$ cat src/rtl/alu_pipe.sv
// alu_pipe: two-stage pipelined ALU with valid/ready handshakes, an accumulator and status flags.
//
// Ports:
//   clk, reset       clock, asynchronous active-low reset
//   in_valid/ready   input handshake; in_a (A_WIDTH) is extended to WIDTH, in_b is operand B
//   in_op            operation code, in_use_acc selects the accumulator as B,
//                    in_acc_wr writes the result back into the accumulator
//   acc_clr          synchronous accumulator clear, independent of the handshake
//   out_valid/ready  output handshake; out_result plus zero/carry/ovf/neg flags
//   acc_value        registered accumulator contents
module alu_pipe #(
  parameter int unsigned WIDTH    = 32,
  parameter int unsigned A_WIDTH  = 8,
  parameter bit          A_SIGNED = 1'b0
) (
  input  logic               clk,
  input  logic               reset,
  input  logic               in_valid,
  output logic               in_ready,
  input  logic [A_WIDTH-1:0] in_a,
  input  logic [WIDTH-1:0]   in_b,
  input  logic [2:0]         in_op,
  input  logic               in_use_acc,
  input  logic               in_acc_wr,
  input  logic               acc_clr,
  output logic               out_valid,
  input  logic               out_ready,
  output logic [WIDTH-1:0]   out_result,
  output logic               out_zero,
  output logic               out_carry,
  output logic               out_ovf,
  output logic               out_neg,
  output logic [WIDTH-1:0]   acc_value
);

  localparam int unsigned Msb = WIDTH - 1;

  localparam logic [2:0] OpAdd  = 3'b000;
  localparam logic [2:0] OpSub  = 3'b001;
  localparam logic [2:0] OpAnd  = 3'b010;
  localparam logic [2:0] OpOr   = 3'b011;
  localparam logic [2:0] OpNot  = 3'b100;
  localparam logic [2:0] OpZero = 3'b101;
  localparam logic [2:0] OpXor  = 3'b110;
  localparam logic [2:0] OpSlt  = 3'b111;

  // Stage 1: captured operands
  logic             s1_valid_q;
  logic [WIDTH-1:0] s1_a_q, s1_b_q;
  logic [2:0]       s1_op_q;
  logic             s1_use_acc_q, s1_acc_wr_q;

  // Stage 2: registered result and flags
  logic             s2_valid_q;
  logic [WIDTH-1:0] s2_result_q;
  logic             s2_zero_q, s2_carry_q, s2_ovf_q, s2_neg_q;

  logic [WIDTH-1:0] acc_q;

  logic s2_move, s1_adv, accept;

  assign s2_move  = s2_valid_q && out_ready;
  assign s1_adv   = s1_valid_q && (!s2_valid_q || out_ready);
  assign in_ready = !s1_valid_q || s1_adv;
  assign accept   = in_valid && in_ready;

  // Operand A extension
  logic [WIDTH-1:0] a_ext;
  always_comb begin
    a_ext = WIDTH'(in_a);
    if (A_SIGNED) begin
      for (int unsigned i = A_WIDTH; i < WIDTH; i++) begin
        a_ext[i] = in_a[A_WIDTH-1];
      end
    end
  end

  // Stage 2 compute; B resolves against the accumulator of the advance cycle
  logic [WIDTH-1:0] b_op, res;
  logic [WIDTH:0]   sum, diff;
  logic             carry, ovf;

  always_comb begin
    b_op  = s1_use_acc_q ? acc_q : s1_b_q;
    sum   = {1'b0, s1_a_q} + {1'b0, b_op};
    diff  = {1'b0, s1_a_q} - {1'b0, b_op};
    res   = '0;
    carry = 1'b0;
    ovf   = 1'b0;
    unique case (s1_op_q)
      OpAdd: begin
        res   = sum[Msb:0];
        carry = sum[WIDTH];
        ovf   = (s1_a_q[Msb] == b_op[Msb]) && (sum[Msb] != s1_a_q[Msb]);
      end
      OpSub: begin
        res   = diff[Msb:0];
        carry = diff[WIDTH];  // borrow: A < B unsigned
        ovf   = (s1_a_q[Msb] != b_op[Msb]) && (diff[Msb] != s1_a_q[Msb]);
      end
      OpAnd:  res = s1_a_q & b_op;
      OpOr:   res = s1_a_q | b_op;
      OpNot:  res = ~b_op;
      OpZero: res = '0;
      OpXor:  res = s1_a_q ^ b_op;
      OpSlt:  res = WIDTH'($signed(s1_a_q) < $signed(b_op));
      default: res = '0;
    endcase
  end

  always_ff @(posedge clk or negedge reset) begin
    if (!reset) begin
      s1_valid_q   <= 1'b0;
      s1_a_q       <= '0;
      s1_b_q       <= '0;
      s1_op_q      <= '0;
      s1_use_acc_q <= 1'b0;
      s1_acc_wr_q  <= 1'b0;
    end else if (accept) begin
      s1_valid_q   <= 1'b1;
      s1_a_q       <= a_ext;
      s1_b_q       <= in_b;
      s1_op_q      <= in_op;
      s1_use_acc_q <= in_use_acc;
      s1_acc_wr_q  <= in_acc_wr;
    end else if (s1_adv) begin
      s1_valid_q   <= 1'b0;
    end
  end

  always_ff @(posedge clk or negedge reset) begin
    if (!reset) begin
      s2_valid_q  <= 1'b0;
      s2_result_q <= '0;
      s2_zero_q   <= 1'b0;
      s2_carry_q  <= 1'b0;
      s2_ovf_q    <= 1'b0;
      s2_neg_q    <= 1'b0;
    end else if (s1_adv) begin
      s2_valid_q  <= 1'b1;
      s2_result_q <= res;
      s2_zero_q   <= (res == '0);
      s2_carry_q  <= carry;
      s2_ovf_q    <= ovf;
      s2_neg_q    <= res[Msb];
    end else if (s2_move) begin
      s2_valid_q  <= 1'b0;
    end
  end

  // Clear wins over a simultaneous write-back
  always_ff @(posedge clk or negedge reset) begin
    if (!reset) begin
      acc_q <= '0;
    end else if (acc_clr) begin
      acc_q <= '0;
    end else if (s1_adv && s1_acc_wr_q) begin
      acc_q <= res;
    end
  end

  assign out_valid  = s2_valid_q;
  assign out_result = s2_result_q;
  assign out_zero   = s2_zero_q;
  assign out_carry  = s2_carry_q;
  assign out_ovf    = s2_ovf_q;
  assign out_neg    = s2_neg_q;
  assign acc_value  = acc_q;

endmodule

$ cat config.mk
export PLATFORM = sky130hd
export DESIGN_NAME = alu_pipe
export DESIGN_NICKNAME = d
export VERILOG_FILES = /design/src/rtl/alu_pipe.sv
export SDC_FILE = /design/constraint.sdc
export NUM_CORES = 1
export LEC_CHECK = 0
export ABC_AREA = 1
export CAP_MARGIN = 10
export CORE_MARGIN = 1.5
export CORE_UTILIZATION = 45
export CTS_CLUSTER_DIAMETER = 200
export CTS_CLUSTER_SIZE = 30
export DETAILED_ROUTE_END_ITERATION = 7
export DONT_BUFFER_PORTS = 1
export GPL_TIMING_DRIVEN = 0
export PLACE_DENSITY = 0.66
export SETUP_SLACK_MARGIN = 0.3
export SKIP_LAST_GASP = 1
export SLEW_MARGIN = 20
export SYNTH_ARGS = -nofsm -noshare
export SYNTH_HDL_FRONTEND = slang
export SYNTH_SLANG_ARGS = --single-unit
$ cat constraint.sdc
create_clock -name clk -period 4.8 [get_ports clk]
set_input_delay 1.44 -clock clk [delete_from_list [all_inputs] [get_ports clk]]
set_output_delay 1.44 -clock clk [all_outputs]
set_load 0.005 [all_outputs]
# After elaboration in Yosys (flattened, before gate mapping)
# Index checks and enable logic that the tools add are counted.
[word_totals]
ff_bits = 115
in_bits = 50
output_inout_bits = 70
word_cells = 53
[classes]
addsub = 2
n_lt_le_gt_ge = 1
eq_ne = 7
muxes = 10
n_bitwise = 5
reduce_logical = 15
[ops]
columns = ["operator", "count"]
rows = [
  ["$pmux 32 s8", 1],
  ["$mux 32", 3],
  ["$add 8x32->33", 1],
  ["$sub 8x32->33", 1],
  ["$and 8x32->32", 1],
  ["$logic_not 32->1", 1],
  ["$lt 9x32->1", 1],
  ["$not 32->32", 1],
  ["$or 8x32->32", 1],
  ["$xor 8x32->32", 1],
  ["$eq 3x3->1 const B", 4],
  ["$eq 3x2->1 const B", 2],
  ["$logic_and 1x1->1", 6],
  ["$reduce_bool 2->1", 3],
  ["$mux 1", 4],
  ["$pmux 1 s2", 2],
  ["$eq 3x1->1 const B", 1],
  ["$logic_not 3->1", 1],
  ["$logic_not 1->1", 2],
  ["$logic_or 1x1->1", 2],
  ["$not 1->1", 1],
]

# Depth between registers and ports, before layout
[logic_depth]
ltp_word = 6
mapped_depth = 33
mapped_depth_nobuf = 29

# Worst setup path after synthesis
# No wires, ideal clock.
[synth_timing]
path_kind = "register to register"
from = "register s1_use_acc_q"
to = "register s2_zero_q, in the netlist out_zero"
setup_ns = 0.066
arrival_time_ns = 3.522
required_time_ns = 4.734
path_slack_ns = 1.213
stages_incl_launch_ff = 34
path_buffers = 5
synth_period_minus_slack_ns = 3.587
path_cell_list = "dfrtp_1 -> buf_6 -> inv_4 -> buf_8 -> buf_12 -> buf_6 -> a21oi_1 -> inv_1 -> ha_1 -> clkbuf_2 -> inv_1 -> nand2_1 -> inv_1 -> a21oi_1 -> nand2_1 -> nand3_1 -> nand2_1 -> nand2_1 -> nor4_1 -> ha_1 -> inv_1 -> nand3_1 -> nand2_1 -> inv_1 -> nand3_1 -> nor2_1 -> nand4_1 -> nor2_1 -> nand3_1 -> nor2_1 -> nand3_1 -> nor2_1 -> nand2_1 -> nand2_1"
[synth_between]
elab_chain_cells = 4
word_cells_on_any_way = 10
classes_between = "add/sub (2); order compare (1); mux (2); bitwise (4); reduce/logical (1)"
[synth_rtl]
columns = ["item", "line_no", "text"]
rows = [
  ["start: declaration", "51", "logic s1_use_acc_q, s1_acc_wr_q;"],
  ["start signal: assignment", "124", "s1_use_acc_q <= in_use_acc;"],
  ["$mux 32 *", "84", "b_op = s1_use_acc_q ? acc_q : s1_b_q;"],
  ["$sub 8x32->33 (tied with other cells)", "86", "diff = {1'b0, s1_a_q} - {1'b0, b_op};"],
  ["$pmux 32 s8 *", "90", "unique case (s1_op_q)"],
  ["$logic_not 32->1 *", "142", "s2_zero_q <= (res == '0);"],
  ["end signal: assignment", "142", ""],
  ["end: declaration", "56", "logic s2_zero_q, s2_carry_q, s2_ovf_q, s2_neg_q;"],
]
# Mark *: on every way between the ends. The rest lies on a longest branch, timed or not.
# A chain may end at the register's enable or synchronous reset.

# Worst setup path after layout
# Ends and elaborated chain as after synthesis.

==> results.yml <==
outcome:
  status: "finished, final reports clean"
synthesis:
  synthMuxAreaShare_pct: 1.052
  yosysMostFrequentCell: "nand2_1"
  ys_ff_latch: 114
  yosysTopAreaCellShare_pct: 33.33
  yosys.area.top_type: "dfrtp_1"
  syn_nets: 1414
  yosysWarningCount: 0
  yosys.area_share.simple_pct: 38.94
  synth-compound-area-share_pct: 11.47
  synthArstFlopShare_pct: 100.0
  synth_cell_types: 41
  synth_fa_ha_area_share_pct: 4.561
  yosys-top-cells-area: "dfrtp_1 33%, nand2_1 19%, nand3_1 7.2%"
  synthTopCellsByCount: "434 x nand2_1, 158 x nor2_1, 156 x inv_1, 123 x nand3_1, 114 x dfrtp_1"
  seq_area_frac_synth_pct: 33.33
  avgSynthCellArea_um2: 6.416
  synthFlopType: "dfrtp_1"
  syn-cell-area_um2: 8559
  synth_xor_area_share_pct: 0.2046
  synth_top_family_by_area: "simple AND/OR/NAND/NOR gates"
  synth_edf_count: 0
  postSynthCellCount: 1334
setup_path:
  crit_fanout: 10
  ff2ff_path_depth: 32
  r2r-end: "out_zero"
  cp_common_cell: "nor2_2"
  rrSetupSlack_ns: 0.49
  cp_slowest_stage_delay_ns: 0.34
  worstPathArrival_ns: 4.66
  start_kind: "register"
  r2r-start: "s1_use_acc_q"
  crit_required_ns: 5.16
  crit_path_end_kind: "register"
  slowest_stage: "dfrtp_1"
  criticalPathCategory: "reg2reg"
route:
  ant_nets: 0
  vias: 9067
  post-route-drc-count: 0
  drt_iter0_drc: 978
  dr.pass1.iters: 5
  wl_um: 32020
  routed_via_density: 5.621
  wire_per_inst_um: 19.85
pwr:
  p_leak_uw: 0.004778
  power_density_nw_per_um2: 458.6
  worst_ir_drop_vdd_mv: 0.2994
global_route:
  grt_pass1_vias: 8433
  grt_start_max_net_pins: 115
  antenna_found_initial: 0
  grt_usage_pct: 32.63
  grt.overflow.total: 0
  grt_pass1_wl_um: 48800
worst_hold_path:
  worstHoldPathCells: 1
  worstHoldStart: "s1_b_q[30]"
  worstHoldEndpoint: "s1_b_q[30]"
  hold_class: "reg2reg"
layout:
  utilization_pct: 52.04
  fin_area_um2: 9734
  antennaDiodeCount: 0
  syn_to_final_growth_pct: 13.73
  nets: 1446
  drive_gt1_share_pct: 12.26
die:
  fp-row-count: 50
  start_util_pct: 45.76
  die_w_um: 140.9
  die-area_um2: 19860
  core_um2: 18710
  die_y_um: 140.9
  ios: 120
clock_network:
  cts.clk_slew.worst_paths_ns: 0.06
  clk_path_buf_depth: 2
  htreeDepth: 4
  worstSkewPairLatency_ns: 0.42
  cts_tree: "yes"
  ctsRootBufferMaster: "clkbuf_16"
  cts_buffers: 17
  cts.sinks: 114
timing:
  worstMarginPinSlew_ns: 0.9884
  hold_viol: 0
  min_period_over_period_pct: 89.76
  fmax_ghz: 0.2321
  relSlewSlack_pct: 34.11
  maxSlewViolCount: 0
  min_period_ns: 4.308
  setup_violations: 0
  grt_setup_unrepaired: "no"
  clock_skew_ns: 0.007263
place:
  place_hpwl_um: 24480
  gp_congestion: 0.9884
  port_buffers: 0
  dpl_cell_area_um2: 8852
flow_run:
  drv_cap: 0
-- timing repair --
item | 4_1_cts | 5_1_grt
endpoints found under the hold margin | 0 | 0
hold buffers | 0 | 0
pin swaps | 2 | 17
endpoints found under the setup margin | 1 | 1
resized for setup | 13 | 46
buffers inserted | 1 | 12
-- cells in the final DEF, fill, tap and decap left out, types with 4 or more instances in the layout --
cell	instances
a21oi_1	62
buf_2	6
buf_4	16
buf_6	10
clkbuf_1	25
clkbuf_16	17
clkinv_4	4
dfrtp_1	114
ha_1	23
ha_4	4
inv_1	149
inv_2	7
inv_6	4
mux2_2	8
nand2_1	424
nand2_2	31
nand2_4	8
nand3_1	119
nand3_2	5
nand4_1	10
nor2_1	153
nor2_2	20
nor3_1	6
o21ai_0	69
o21ai_1	11
o21ai_2	6
o22ai_1	27
-- worst max-delay path by stage --
stage | startpoint | endpoint | slack, ns
CTS | s1_use_acc_q | out_zero | 0.33
global route | s1_use_acc_q | out_zero | 0.25
finish | s1_use_acc_q | out_zero | 0.49
global placement | s1_use_acc_q | out_zero | -0.12
detailed placement | s1_use_acc_q | out_zero | -0.15
floorplan | s1_use_acc_q | out_zero | 1.21
-- cell type report --
type | count | area, um2
Sequential cell | 114 | 2853
Clock buffer | 18 | 439.2
Tap cell | 234 | 292.8
Timing Repair Buffer | 13 | 97.59
Buffer | 50 | 320.3
Multi-Input combinational cell | 1011 | 5000
Fill cell | 1863 | 8971
Inverter | 159 | 601.8
Clock inverter | 14 | 130.1
-- kinds of logic after synthesis --
group	count (synthesis)
buffers and inverters	209
adders and majority gates	30
AOI/OAI and AO/OA	183
xor gates and xnor gates	2
and+or+nand+nor	788
muxes	8
DFF	114
-- critical path, delay by kind of cell (launching register included) --
kind	cells	cell delay (ns)
and+or+nand+nor	20	2.30
buffers and inverters	9	0.96
adders and majority gates	2	0.47
DFF	1	0.34
AOI/OAI and AO/OA	1	0.20
-- per-layer routing --
metal  wire length (um)  GRT usage [%]  vias up  part of all wire [%]
li1                   -              -     4298                     -
met1              14100          45.41     4285                    44
met2              13960          48.90      433                    44
met3               3086          8.899       51                   9.6
met4                879          11.29        0                   2.7
met5                  0              0        -                     0
-- sequential cells by signal, indices dropped and copies added, names as in the netlist --
register and count:
s1_acc_wr_q 1, out_result 32, s1_a_q 8, out_valid 1
acc_value 32, s1_b_q 32, out_carry 1, s1_use_acc_q 1
s1_valid_q 1, out_zero 1, out_ovf 1, s1_op_q 3
-- power by group --
group          leakage (uW)  switching, uW  internal (uW)  total (uW)
Clock              0.000277            527            732        1260
Sequential          0.00141            164           1160        1330
Combinational       0.00309           1320            556        1880
-- through the flow --
stage / total power [uW] / cells / TNS (ns) / worst slack (ns) / hold slack (ns)
after floorplan: 2496 / 1334 / 0 / 1.213 / 0.4724
after global placement: 3023 / 1568 / -0.1212 / -0.1212 / 0.4906
after detailed placement: 3041 / 1568 / -0.1537 / -0.1537 / 0.4924
after CTS: 4316 / 1601 / 0 / 0.3326 / 0.5087
after global routing: 4722 / 1613 / 0 / 0.2530 / 0.5190
final: 4464 / 1613 / 0 / 0.4917 / 0.5063
Note: power is estimated with default switching activity, not from simulation.
